[config.mk]
export PLATFORM = sky130hd
export DESIGN_NAME = garage_door_ctrl
export DESIGN_NICKNAME = d
export VERILOG_FILES = /design/src/rtl/gdc_pkg.sv /design/src/rtl/gdc_timer.sv /design/src/rtl/garage_door_ctrl.sv
export SDC_FILE = /design/constraint.sdc
export NUM_CORES = 1
export LEC_CHECK = 0
export BUFFER_PORTS_ARGS = -buffer_cell sky130_fd_sc_hd__buf_2
export CAP_MARGIN = 10
export CORE_UTILIZATION = 35
export CTS_CLUSTER_SIZE = 8
export DETAILED_ROUTE_END_ITERATION = 10
export HOLD_SLACK_MARGIN = 0.12
export PLACE_DENSITY_LB_ADDON = 0.1
export SLEW_MARGIN = 25
export SYNTH_ARGS = -nofsm -noshare
export SYNTH_HDL_FRONTEND = slang
export SYNTH_SLANG_ARGS = --single-unit
[constraint.sdc]
create_clock -name CLK -period 1.9 [get_ports CLK]
set_input_delay 0.285 -clock CLK [delete_from_list [all_inputs] [get_ports CLK]]
set_output_delay 0.285 -clock CLK [all_outputs]
set_load 0.01 [all_outputs]
[src/rtl/gdc_pkg.sv]
// Shared types and constants for the garage door controller.
package gdc_pkg;

  typedef enum logic [2:0] {
    IDLE  = 3'd0,
    MV_DN = 3'd1,
    MV_UP = 3'd2,
    PAUSE = 3'd3,
    DEAD  = 3'd4,
    FAULT = 3'd5
  } state_t;

  localparam logic DIR_UP = 1'b0;
  localparam logic DIR_DN = 1'b1;

  function automatic int max3(input int a, input int b, input int c);
    int m;
    m = (a > b) ? a : b;
    return (m > c) ? m : c;
  endfunction

endpackage

[src/rtl/gdc_timer.sv]
// Shared cycle counter: synchronous clear, count enable, saturates at all-ones.
module gdc_timer #(
  parameter int CW = 4
) (
  input  logic          clk,
  input  logic          rst_n,
  input  logic          clear,
  input  logic          enable,
  output logic [CW-1:0] count
);

  always_ff @(posedge clk or negedge rst_n) begin
    if (!rst_n) begin
      count <= '0;
    end else if (clear) begin
      count <= '0;
    end else if (enable && (count != {CW{1'b1}})) begin
      count <= count + 1'b1;
    end
  end

endmodule

[src/rtl/garage_door_ctrl.sv]
// Garage door controller: pause/reverse, obstacle auto-reverse, motor dead-time,
// travel timeout fault and optional auto-close, with Moore motor outputs.
module garage_door_ctrl
  import gdc_pkg::*;
#(
  parameter int MOVE_TIMEOUT = 1000,
  parameter int AUTO_CLOSE   = 0,
  parameter int DEAD_CYCLES  = 4,
  parameter int CW           = $clog2(max3(MOVE_TIMEOUT, AUTO_CLOSE, DEAD_CYCLES) + 1)
) (
  input  logic       CLK,
  input  logic       RST,
  input  logic       UP_Max,
  input  logic       DN_Max,
  input  logic       Activate,
  input  logic       Obstacle,
  input  logic       Fault_Clr,
  output logic       UP_M,
  output logic       DN_M,
  output logic       Fault,
  output logic [2:0] State
);

  localparam logic          AC_EN     = (AUTO_CLOSE > 0);
  localparam logic [CW-1:0] MOVE_LAST = CW'(MOVE_TIMEOUT - 1);
  localparam logic [CW-1:0] DEAD_LAST = CW'(DEAD_CYCLES - 1);
  localparam logic [CW-1:0] AC_LAST   = CW'((AUTO_CLOSE > 0) ? AUTO_CLOSE - 1 : 0);

  state_t        state, state_next;
  logic          last_dir, last_dir_next;
  logic          target, target_next;
  logic          activate_q;
  logic          act;
  logic          auto_cond;
  logic          timer_clr, timer_en;
  logic [CW-1:0] timer;

  assign act       = Activate & ~activate_q;
  assign auto_cond = AC_EN & UP_Max & ~DN_Max & ~Obstacle;

  always_ff @(posedge CLK or negedge RST) begin
    if (!RST) begin
      state      <= IDLE;
      last_dir   <= DIR_UP;
      target     <= DIR_UP;
      activate_q <= 1'b0;
    end else begin
      state      <= state_next;
      last_dir   <= last_dir_next;
      target     <= target_next;
      activate_q <= Activate;
    end
  end

  // Within each state the branches follow event priority: limits, obstacle, act, timeout.
  always_comb begin
    state_next    = state;
    last_dir_next = last_dir;
    target_next   = target;
    case (state)
      IDLE: begin
        if (UP_Max && DN_Max)                 state_next = FAULT;
        else if (act)                         state_next = UP_Max ? MV_DN : MV_UP;
        else if (auto_cond && timer == AC_LAST) state_next = MV_DN;
      end
      MV_UP: begin
        if (UP_Max && DN_Max)       state_next = FAULT;
        else if (UP_Max)            state_next = IDLE;
        else if (act) begin
          state_next    = PAUSE;
          last_dir_next = DIR_UP;
        end
        else if (timer == MOVE_LAST) state_next = FAULT;
      end
      MV_DN: begin
        if (UP_Max && DN_Max)       state_next = FAULT;
        else if (DN_Max)            state_next = IDLE;
        else if (Obstacle) begin
          state_next  = DEAD;
          target_next = DIR_UP;
        end
        else if (act) begin
          state_next    = PAUSE;
          last_dir_next = DIR_DN;
        end
        else if (timer == MOVE_LAST) state_next = FAULT;
      end
      PAUSE: begin
        if (act) begin
          state_next  = DEAD;
          target_next = ~last_dir;
        end
      end
      DEAD: begin
        if (timer == DEAD_LAST) begin
          if (target == DIR_UP) begin
            state_next = MV_UP;
          end else if (Obstacle) begin
            state_next    = PAUSE;
            last_dir_next = DIR_UP;
          end else begin
            state_next = MV_DN;
          end
        end
      end
      FAULT: begin
        if (Fault_Clr) state_next = IDLE;
      end
      default: state_next = IDLE;
    endcase
  end

  // Obstacle in IDLE restarts the auto-close count.
  assign timer_clr = (state_next != state) || ((state == IDLE) && Obstacle);
  assign timer_en  = (state == MV_UP) || (state == MV_DN) || (state == DEAD) ||
                     ((state == IDLE) && auto_cond);

  gdc_timer #(
    .CW(CW)
  ) u_timer (
    .clk   (CLK),
    .rst_n (RST),
    .clear (timer_clr),
    .enable(timer_en),
    .count (timer)
  );

  always_comb begin
    UP_M  = (state == MV_UP);
    DN_M  = (state == MV_DN);
    Fault = (state == FAULT);
    State = state;
  end

endmodule

### Word level (Yosys, flattened, before mapping)

Index checks and enable logic that the tools add are counted.

| word-level totals | value |
|---|---|
| register bits | 16 |
| output and inout port bits | 6 |
| input port bits | 7 |

| operators by class | value |
|---|---|
| bitwise gates (word level) | 3 |
| mux-type cells | 33 |
| $add $sub $neg | 1 |
| reductions and logical operators | 12 |
| eq/ne operators | 21 |

Operators with widths:

| operator | number |
|---|---|
| two-way mux 3 bit | 12 |
| two-way mux 10 bit | 2 |
| inequality test 2 bit, second input constant | 10 |
| one-hot mux 3 bit (6 select lines) | 1 |
| two-way mux 1 bit | 13 |
| AND reduction 11 bit | 1 |
| adder 10 x 1 -> 10 bit, second input constant | 1 |
| == test 10 bit, second input constant | 1 |
| == test 10 x 2 -> 1 bit, second input constant | 1 |
| inequality test 10 bit, second input constant | 1 |
| == test 3 x 2 -> 1 bit, second input constant | 2 |
| == test 3 bit, second input constant | 2 |
| two-way mux 2 bit | 3 |
| AND reduction 5 bit | 1 |
| inequality test 2 x 1 -> 1 bit, second input constant | 2 |
| nonzero test 2 bit | 2 |
| == test 3 x 1 -> 1 bit, second input constant | 1 |
| logical AND 1 bit | 3 |
| zero test 3 bit | 1 |
| logical OR 1 bit | 3 |
| inequality test 3 bit | 1 |
| one-hot mux 1 bit (3 select lines) | 1 |
| nonzero test 3 bit | 1 |
| NOT 1 bit | 2 |
| 2 further kinds | 2 |

### Depth between registers and ports, before layout

Gate-level depths: netlist of run 1.

| logic depth | value |
|---|---|
| depth in word-level cells | 10 |
| depth in mapped cells | 9 |
| gate-level depth less buffers | 6 |

### Cells and area by module

From an unflattened synthesis of run 1, not the netlist that was laid out.

| second synthesis, totals | value |
|---|---|
| cells, all modules | 153 |
| area, all modules | 1373.8 um^2 |

By module, submodules not included:

| module | area each (um^2) | seq. area each (um^2) | cells each | instances |
|---|---|---|---|---|
| garage_door_ctrl | 694.4 | 150.1 | 86 | 1 |
| gdc_timer | 679.4 | 250.2 | 67 | 1 |

### Worst setup path before layout of run 1

OpenSTA, ideal clock, no wires.

| timing | value |
|---|---|
| path kind | register to register |
| start | reg u_timer.count[0] |
| end | reg u_timer.count[0] |
| setup slack | -0.037 ns |
| setup time | 0.140 ns |
| stages on the path, launching flop included | 8 |
| clock period less this slack | 1.937 ns |
| arrival | 1.796 ns |
| data required time | 1.760 ns |
| cells stage by stage | dfrtp_1 ha_1 or4b_1 nor3_4 a22o_4 o31a_1 buf_4 nor4_2 |

| between the ends | value |
|---|---|
| longest elaborated chain between the ends | 10 |
| elaborated cells on any way between the ends | 19 |

Ends and longest elaborated chain:

| item | RTL line | text |
|---|---|---|
| from (decl) | gdc_timer.sv:9 | `output logic [CW-1:0] count` |
| from (signal assigned) | gdc_timer.sv:18 | `count <= count + 1'b1;` |
| == test 10 bit | garage_door_ctrl.sv:73, garage_door_ctrl.sv:86 |  |
| two-way mux 3 bit | garage_door_ctrl.sv:73, garage_door_ctrl.sv:86 |  |
| two-way mux 3 bit | garage_door_ctrl.sv:82 | `else if (act) begin` |
| two-way mux 3 bit | garage_door_ctrl.sv:78 | `else if (Obstacle) begin` |
| two-way mux 3 bit | garage_door_ctrl.sv:77 | `else if (DN_Max) state_next = IDLE;` |
| two-way mux 3 bit | garage_door_ctrl.sv:76 | `if (UP_Max && DN_Max) state_next = FAULT;` |
| one-hot mux 3 bit (6 select lines) | garage_door_ctrl.sv:60 | `case (state)` |
| inequality test 3 bit | garage_door_ctrl.sv:114 | `assign timer_clr = (state_next != state) \|\| ((state == IDLE) && Obstacle);` |
| logical OR 1 bit | garage_door_ctrl.sv:114 |  |
| two-way mux 10 bit / nonzero test 2 bit (equally long branches) | - |  |

Parallel ways exist; a longest one is shown, timed or not. The select of a mux whose other input is x is not followed.
A chain may end at the register's enable or synchronous reset.

### Worst setup path after layout of run 1

| timing | value |
|---|---|
| start | reg u_timer.count[0] |
| end | reg u_timer.count[1] |

Same word-level chain as after synthesis.

==> results.yml, run 1 <==
status:
  status: "finished, violations left"
  violations: "negative setup slack"
grt:
  grt_pass1_vias: 1412
  grt_pass1_wl_um: 6803
  overflow: 0
  grt_max_degree: 18
  track_usage_pct: 21.36
  antenna_found_initial: 0
sta:
  hold_slack_ns: 0.2478
  rsz0062_at_grt: "yes"
  worstMarginPinSlew_ns: 0.4008
  relSlewSlack_pct: 73.27
  report.final.setup_viol: 11
  skew_ns: 0.01048
  fin_crit_sh_pct: 104.8
  hold_violations: 0
  fin_crit_ns: 1.991
  finalMaxSlewViolations: 0
  fmax_mhz: 502.2
  final.setup.worst_slack_ns: -0.09126
cts:
  insertion_delay_ns: 0.26
  cts_inserted_buffers: 3
  cts.clk_slew.worst_paths_ns: 0.06
  ctsLongestPathBuffers: 2
  root_buffer: "clkbuf_8"
  cts_tree: "yes"
  htreeDepth: 1
  cts_num_sinks: 16
worst_setup_path:
  slowest_stage: "or4b_4"
  r2r-start: "u_timer.count[0]$_DFFE_PN0P_"
  start_kind: "flop"
  cp-end-kind: "flop"
  setup.worst_path.start: "u_timer.count[0]$_DFFE_PN0P_"
  worstPathArrival_ns: 2.12
  ff2ff_path_depth: 7
  cp_slowest_stage_delay_ns: 0.48
  r2r_end: "u_timer.count[1]$_DFFE_PN0P_"
  path_class: "flop to flop"
  critPathMaxFanout: 10
  worstPathCellList: "ha_2 -> or4b_4 -> nor3_4 -> a22o_4 -> o31a_1 -> buf_12 -> nor4_2"
  worst_ep_required_time_ns: 2.03
  rrSetupSlack_ns: -0.09
final_layout:
  area_growth_pct: 41.46
  antennaDiodeCount: 0
  finalNetCount: 205
  drive_above_1_share_pct: 45.41
synth:
  ys_async_sr_fraction_pct: 100.0
  synthFlopType: "dfrtp_1"
  synth_most_common_cell: "dfrtp_1"
  ys_seq_elements: 16
  avgSynthCellArea_um2: 9.234
  syn-num-nets: 158
  synth-edff-count: 0
  yosysSeqAreaShare_pct: 28.91
  synth_commonest_cells: "16 x dfrtp_1, 10 x nor4_2, 9 x o22ai_1"
  yosysWarnings: 0
  ys_top_cells_by_area: "dfrtp_1 29%, nor4_2 9.0%, o31a_1 4.4%"
  synth_area_mm2: 0.001385
  syn_inst: 150
  yosys.area.top_type: "dfrtp_1"
  ys_types: 53
  post-synth-top-area-fraction_pct: 28.91
route:
  num_vias: 1447
  top_layer: "met4"
  viasPerCell: 5.930
  wl_met3_um: 180
  dr.pass1.iters: 4
  drcViolationCount: 0
  drtIter0Drc: 49
  drt_wl_total_um: 4216
  routed-wl-met2_um: 2018
  final_antenna_net_count: 0
  post_drt_wl_per_cell_um: 17.28
  wl_met1_um: 1995
power_and_ir_drop:
  power_density_mw_per_mm2: 1108
  p_leak_nw: 0.7522
  vdd_drop_max_mv: 1.092
  power_mw: 2.172
floorplanning:
  die_h_um: 64.91
  core_mm2: 0.003716
  start_util_pct: 37.27
  row_count: 22
  die_x_um: 64.91
  io_pins: 13
  dieArea_mm2: 0.004213
placement:
  port_buffers: 12
  gp_congestion: 0.8860
  dp_hpwl_um: 3035
job:
  maxCapViolations: 0
min_path:
  min_path_type: "primary input to flop"
  hold_start: "Activate"
  holdPathEnd: "activate_q$_DFF_PN0_"
  hold_depth: 2
[cells by family (layout without fill, tap and decap cells)]
| logic type | after synthesis | in the layout | share of synthesized area [%] |
|---|---|---|---|
| multiplexers | 1 | 1 | 0.7227 |
| flip-flops | 16 | 16 | 28.91 |
| adder cells (fa/ha/maj) | 1 | 1 | 0.9032 |
| AND/OR/NAND/NOR | 65 | 65 | 33.61 |
| AO/OA/AOI/OAI | 49 | 50 | 28.18 |
| XOR/XNOR | 1 | 1 | 0.6325 |
| buffers and inverters | 17 | 62 | 7.046 |
[registers in the layout, summed over array words and instances, names as in the netlist]
register and cells:
State 3, last_dir 1, u_timer.count 10, activate_q 1, target 1
[report_power, final]
part / internal (mW) / switching (mW) / total, mW / leakage (nW)
clock network: 0.184 / 0.133 / 0.317 / 0.0288
logic: 0.578 / 0.791 / 1.37 / 0.510
registers: 0.399 / 0.0873 / 0.486 / 0.214
[per-stage QoR]
stage	setup WS (ns)	setup TNS (ns)	utilization, %	cells	cell area, µm²
global route	-0.1737	-1.667	52.73	244	1959
floorplan	-0.008352	-0.08352	-	150	1395
finish	-0.09126	-0.7671	52.73	244	1959
detailed placement	-0.2543	-1.989	46.94	235	1744
global placement	-0.2185	-1.855	46.94	235	1744
CTS	-0.06976	-0.4277	50.54	243	1878
[worst max-delay path by stage]
stage	to	slack (ns)	depth (start not counted)
5_1_grt	u_timer.count[1]$_DFFE_PN0P_	-0.17	8
3_3_place_gp	u_timer.count[8]$_DFFE_PN0P_	-0.22	9
2_1_floorplan	u_timer.count[0]$_DFFE_PN0P_	-0.008	6
6_report	u_timer.count[1]$_DFFE_PN0P_	-0.09	7
4_1_cts	u_timer.count[8]$_DFFE_PN0P_	-0.07	9
3_5_place_dp	u_timer.count[8]$_DFFE_PN0P_	-0.25	9
[worst max-delay path, delay by kind of cell, from the launching register on]
kind	cells	cell delay, ns
adders and majority gates	1	0.22
and+or+nand+nor	3	0.74
DFF	1	0.36
AOI/OAI and AO/OA	2	0.36
buffers and inverters	1	0.17
[cells in the final DEF (no fill, tap or decap), drive strengths merged, types with 4 or more instances in the layout]
cell type / n
a21oi: 4
buf: 51
clkbuf: 4
dfrtp: 16
inv: 6
nand2: 5
nand3: 7
nor2: 6
nor3: 9
nor4: 14
o21ai: 10
o22ai: 9
o31a: 7
or2: 4
[routing by layer]
metal / vias up / global-route usage, %
met5: - / 0
met4: 0 / 4.444
met3: 4 / 4.577
met2: 26 / 33.07
met1: 720 / 30.25
li1: 697 / -
[area by class of cell]
class	count	area (µm²)
well taps	48	60.06
clock buffers	4	55.05
flip-flops and latches	16	401.6
repair buffers	52	400.4
multi-input cells	118	1020
inverters	6	22.52
fillers	357	1757
[timing repair]
item,4_1_cts,5_1_grt
gates cloned,1,0
pin swaps,4,2
buffers inserted,2,1
hold buffers,1,0
setup endpoints to repair,10,11
resized for setup,8,10
endpoints found under the hold margin,16,0
No activity file was read; power rests on OpenSTA's default activity.
==> run 2: changes to the inputs <==
--- a/config.mk
+++ b/config.mk
@@ -9,2 +9,3 @@
 export CAP_MARGIN = 10
+export CORE_MARGIN = 4
 export CORE_UTILIZATION = 35
@@ -14,2 +15,3 @@
 export PLACE_DENSITY_LB_ADDON = 0.1
+export RECOVER_POWER = 25
 export SLEW_MARGIN = 25
--- a/constraint.sdc
+++ b/constraint.sdc
@@ -3,2 +3,2 @@
 set_output_delay 0.285 -clock CLK [all_outputs]
-set_load 0.01 [all_outputs]
+set_load 0.1 [all_outputs]
==> run 2 against run 1 <==
Compared with the run above:
- the run still ends with negative setup slack left
- count of clock-buffer cells in the layout is the same
- cell area up 8.9%
- maximum frequency rose by 1.2%
- utilization rose by 4.3 points
- routed wire length rose by 7.1%
- non-clock buffer count is 5 higher
- cell count rose by 2.0%
- power up 24%
- via count up 0.90%
- sequential share of layout area fell by 1.2 points
- critical path depth stayed put
- largest cell class unchanged
==> results.yml, run 2 (synthesized netlist as in run 1, its figures left out) <==
status:
  status: "finished, violations left"
  violations: "negative setup slack"
final_layout:
  largest_register_ffs: 10
  drive_above_1_share_pct: 53.73
  final_common_cell: "buf_4"
  largest-register: "u_timer.count"
  finalNetCount: 210
  layout_common_cells: "38 x buf_4, 13 x dfrtp_1, 10 x nor4_2"
  area_growth_pct: 54.02
  fin_area_mm2: 0.002133
  antennaDiodeCount: 0
sta:
  fmax_mhz: 508.5
  rsz0062_at_grt: "yes"
  finalMaxSlewViolations: 0
  fin_crit_sh_pct: 103.5
  hold_violations: 0
  tns_ns: -0.5631
  skew_ns: 0.003975
  final.setup.worst_slack_ns: -0.06676
  worstMarginPinSlew_ns: 0.9132
  report.final.setup_viol: 10
  relSlewSlack_pct: 39.12
  fin_crit_ns: 1.967
  hold_slack_ns: 0.1839
route:
  drtIter0Drc: 58
  final_antenna_net_count: 0
  drcViolationCount: 0
  post_drt_wl_per_cell_um: 18.13
  dr.pass1.iters: 4
  viasPerCell: 5.863
  drt_wl_total_um: 4514
  num_vias: 1460
cts:
  root_buffer: "clkbuf_8"
  htreeDepth: 1
  cts_num_sinks: 16
  cts_inserted_buffers: 3
  insertion_delay_ns: 0.25
  ctsLongestPathBuffers: 2
  cts.clk_slew.worst_paths_ns: 0.07
  cts_tree: "yes"
worst_setup_path:
  worst_ep_required_time_ns: 2.03
  cp-end-kind: "flop"
  worstPathArrival_ns: 2.10
  critPathMaxFanout: 10
  cp_slowest_stage_delay_ns: 0.47
  slowest_stage: "or4b_4"
  path_class: "flop to flop"
  worstPathCellList: "ha_4 -> or4b_4 -> nor3_4 -> a22o_4 -> o31a_1 -> buf_12 -> nor4_2"
  start_kind: "flop"
power_and_ir_drop:
  combPwrFrac_pct: 69.4
  power.net_switching_mw: 1.328
  p_leak_nw: 0.7978
  intPower_mw: 1.363
  power_mw: 2.691
  vdd_drop_max_mv: 1.085
  p_sw_share_pct: 49.34
  power_frac_seq_pct: 19.0
  clockPowerShare_pct: 11.6
  power_density_mw_per_mm2: 1261
grt:
  grt_pass1_wl_um: 7514
  grt_max_degree: 17
  overflow: 0
  antenna_found_initial: 0
  track_usage_pct: 18.72
  grt_pass1_vias: 1424
floorplanning:
  row_count: 22
  die_x_um: 70.91
  die_h_um: 70.91
  core_mm2: 0.003744
  dieArea_mm2: 0.005028
  io_pins: 13
  start_util_pct: 37.00
placement:
  placed_cell_area_mm2: 0.001829
  gp_congestion: 0.9144
  port_buffers: 12
  dp_hpwl_um: 3238
min_path:
  min_path_type: "primary input to flop"
job:
  maxCapViolations: 0
-- run 2: changes by cell type in the layout (fill, tap and decap cells not counted), moves of 3 or more --
cell	change
buf_6	+4
o21ai_2	+3
dfrtp_4	+3
nor4_2	+6
buf_2	-5
nor4_4	-6
-- run 2: timing repair --
| item | in CTS | in global routing |
|---|---|---|
| endpoints found under the setup margin | 12 | 14 |
| setup buffers | 8 | 2 |
| hold buffers | 1 | 0 |
| pin swaps | 18 | 3 |
| endpoints found under the hold margin | 16 | 0 |
| gates cloned | 1 | 0 |
| resized for setup | 13 | 17 |
-- run 2: critical path: cells and delay by family, from the launching register on --
family | cells | cell delay (ns)
AOI/OAI and AO/OA | 2 | 0.39
adders and majority gates | 1 | 0.16
buffers and inverters | 1 | 0.15
DFF | 1 | 0.40
and+or+nand+nor | 3 | 0.73
-- run 2: layout make-up --
type | count | area [µm²]
fillers | 347 | 1610
flip-flops and latches | 16 | 411.6
multi-input cells | 118 | 1095
inverters | 6 | 28.78
clock buffers | 4 | 55.05
repair buffers | 57 | 483.0
well taps | 48 | 60.06
-- run 2: power by group through the flow --
stage               registers, mW  logic [mW]  clock network, mW
global placement            0.497        1.55                  0
floorplan                   0.632       0.960                  0
CTS                         0.498        1.75              0.317
detailed placement          0.500        1.56                  0
global route                0.521        1.99              0.335
finish                      0.511        1.87              0.312
-- run 2: per-layer routing --
metal  part of all wire, %  GRT usage [%]
met5                     0              0
met4                  0.75         0.6263
met3                   3.4          3.551
met2                    50          31.31
met1                    46          26.54
-- run 2: path summary, 6_finish.rpt --
| kind | from | to | slack [ns] | cells past startpoint |
|---|---|---|---|---|
| max | u_timer.count[1]$_DFFE_PN0P_ | u_timer.count[9]$_DFFE_PN0P_ | -0.07 | 7 |
| min | Activate | activate_q$_DFF_PN0_ | 0.18 | 1 |
| max reg2reg | u_timer.count[1]$_DFFE_PN0P_ | u_timer.count[9]$_DFFE_PN0P_ | -0.07 | 7 |
| min reg2reg | last_dir$_DFFE_PN0P_ | target$_DFFE_PN0P_ | 0.49 | 1 |
| max in group asynchronous | RST | State[2]$_DFF_PN0_ | 0.57 | 2 |
| min in group asynchronous | RST | u_timer.count[6]$_DFFE_PN0P_ | 0.67 | 2 |
-- run 2: through the flow --
step | cells | setup WS, ns | utilization (%)
after floorplan | 150 | -0.2021 | -
after global routing | 249 | -0.1339 | 56.99
after CTS | 247 | -0.04696 | 54.14
final | 249 | -0.06676 | 56.99
after global placement | 233 | -0.1136 | 48.86
after detailed placement | 233 | -0.1891 | 48.86
==> run 3: changes to the inputs <==
- SKIP_CTS_REPAIR_TIMING: default -> 1
- SLEW_MARGIN: 25 -> default
==> run 3 against run 2 <==
Compared with the run above:
- worst hold slack improved by 0.00085 ns
- power fell by 4.9%
- count of clock-buffer cells in the layout did not move
- critical path type unchanged
- critical endpoint is now u_timer.count[8]$_DFFE_PN0P_
- critical path depth did not move
- the run still ends with negative setup slack left
==> results.yml, run 3 (synthesized netlist as in run 1, its figures left out) <==
status:
  status: "finished, violations left"
  violations: "negative setup slack"
sta:
  hold_violations: 0
  fin_crit_sh_pct: 103.4
  fmax_mhz: 508.9
  relSlewSlack_pct: 39.02
  fin_crit_ns: 1.965
  tns_ns: -0.6075
  worstMarginPinSlew_ns: 0.9147
  finalMaxSlewViolations: 0
  report.final.setup_viol: 11
  skew_ns: 0.002756
  final.setup.worst_slack_ns: -0.06486
  rsz0062_at_grt: "yes"
final_layout:
  largest_register_ffs: 10
  final_common_cell: "buf_4"
  layout_common_cells: "34 x buf_4, 13 x dfrtp_1, 10 x nor4_2"
  finalNetCount: 203
  largest-register: "u_timer.count"
  area_growth_pct: 46.43
  drive_above_1_share_pct: 52.06
  final.fill_count: 361
  antennaDiodeCount: 0
min_path:
  hold_start: "Activate"
  hold_depth: 1
  min_path_type: "primary input to flop"
  holdPathEnd: "activate_q$_DFF_PN0_"
worst_setup_path:
  setup.worst_path.start: "u_timer.count[1]$_DFFE_PN0P_"
  start_kind: "flop"
  rrSetupSlack_ns: -0.06
  cp-end-kind: "flop"
  critPathMaxFanout: 8
  r2r_end: "u_timer.count[8]$_DFFE_PN0P_"
  path_class: "flop to flop"
  ff2ff_path_depth: 7
  worstPathArrival_ns: 2.12
  r2r-start: "u_timer.count[1]$_DFFE_PN0P_"
  worst_ep_required_time_ns: 2.06
power_and_ir_drop:
  combPwrFrac_pct: 68.3
  p_sw_share_pct: 49.19
  power_mw: 2.559
  power_frac_seq_pct: 19.6
  intPower_mw: 1.300
  clockPowerShare_pct: 12.1
  vdd_drop_max_mv: 1.075
  power_density_mw_per_mm2: 1262
  power.net_switching_mw: 1.259
  p_leak_nw: 0.7514
grt:
  grt_pass1_wl_um: 7155
  antenna_found_initial: 0
  grt_max_degree: 20
  grt_pass1_vias: 1328
  overflow: 0
  track_usage_pct: 17.84
route:
  drtIter0Drc: 62
  drt_wl_total_um: 4281
  drcViolationCount: 0
  post_drt_wl_per_cell_um: 17.69
  num_vias: 1423
  viasPerCell: 5.880
  final_antenna_net_count: 0
  dr.pass1.iters: 4
floorplanning:
  row_count: 22
  die_h_um: 70.91
  core_mm2: 0.003744
  start_util_pct: 37.00
  die_x_um: 70.91
  dieArea_mm2: 0.005028
  io_pins: 13
cts:
  root_buffer: "clkbuf_8"
  cts_num_sinks: 16
  cts.clk_slew.worst_paths_ns: 0.07
  htreeDepth: 1
  ctsLongestPathBuffers: 2
  cts_tree: "yes"
  cts_inserted_buffers: 3
  insertion_delay_ns: 0.25
job:
  maxCapViolations: 0
placement:
  gp_congestion: 0.9144
  dp_hpwl_um: 3238
  port_buffers: 12
## run 3: changes by cell type in the layout (fill, tap and decap cells not counted), sizes merged
| cell | delta |
|---|---|
| o2111ai | -1 |
| buf | -6 |
## run 3: worst max path at each step
stage	depth (start not counted)	slack (ns)	end
2_1_floorplan	9	-0.20	u_timer.count[8]$_DFFE_PN0P_
3_5_place_dp	7	-0.19	u_timer.count[8]$_DFFE_PN0P_
5_1_grt	6	-0.14	u_timer.count[2]$_DFFE_PN0P_
6_report	7	-0.06	u_timer.count[8]$_DFFE_PN0P_
3_3_place_gp	7	-0.11	u_timer.count[8]$_DFFE_PN0P_
4_1_cts	7	-0.20	u_timer.count[8]$_DFFE_PN0P_
## run 3: routing by layer
layer  vias to the layer above  wire, µm  GRT usage (%)
li1                        684         -              -
met1                       711      1958          26.28
met2                        26      2151          28.12
met3                         2       157          3.693
met4                         0        14          1.253
met5                         -         0              0
## run 3: final cells by class
type                       instances  area [µm²]  share of cell area (%)
tap                               48       60.06                   2.961
sequential                        16       411.6                   20.30
clock buffer                       4       55.05                   2.714
inverter                           6       28.78                   1.419
timing repair buffer              51       439.2                   21.65
multi-input combinational        117        1033                   50.96
## run 3: power by group through the flow
stage / sequential [mW] / clock, mW / combinational, mW
floorplan: 0.632 / 0 / 0.960
global placement: 0.497 / 0 / 1.55
detailed placement: 0.500 / 0 / 1.56
CTS: 0.494 / 0.317 / 1.57
global route: 0.511 / 0.335 / 1.87
finish: 0.503 / 0.309 / 1.75
## run 3: per-stage QoR
step	utilization [%]	worst slack [ns]	cell area [µm²]	cells	hold slack, ns
CTS	50.33	-0.2030	1884	237	-0.04044
global placement	48.86	-0.1136	1829	233	0.2163
global route	54.18	-0.1388	2028	242	0.1711
detailed placement	48.86	-0.1891	1829	233	0.2277
finish	54.18	-0.06486	2028	242	0.1847
floorplan	-	-0.2021	1478	150	-0.01059
## run 3: worst max-delay path, cell delays in order, from the launching register on
cell and delay [ns]:
dfrtp_1 0.36, ha_2 0.21, or4b_4 0.48, nor3_4 0.20
a22o_4 0.22, buf_4 0.16, o22ai_1 0.11, nor4_2 0.14
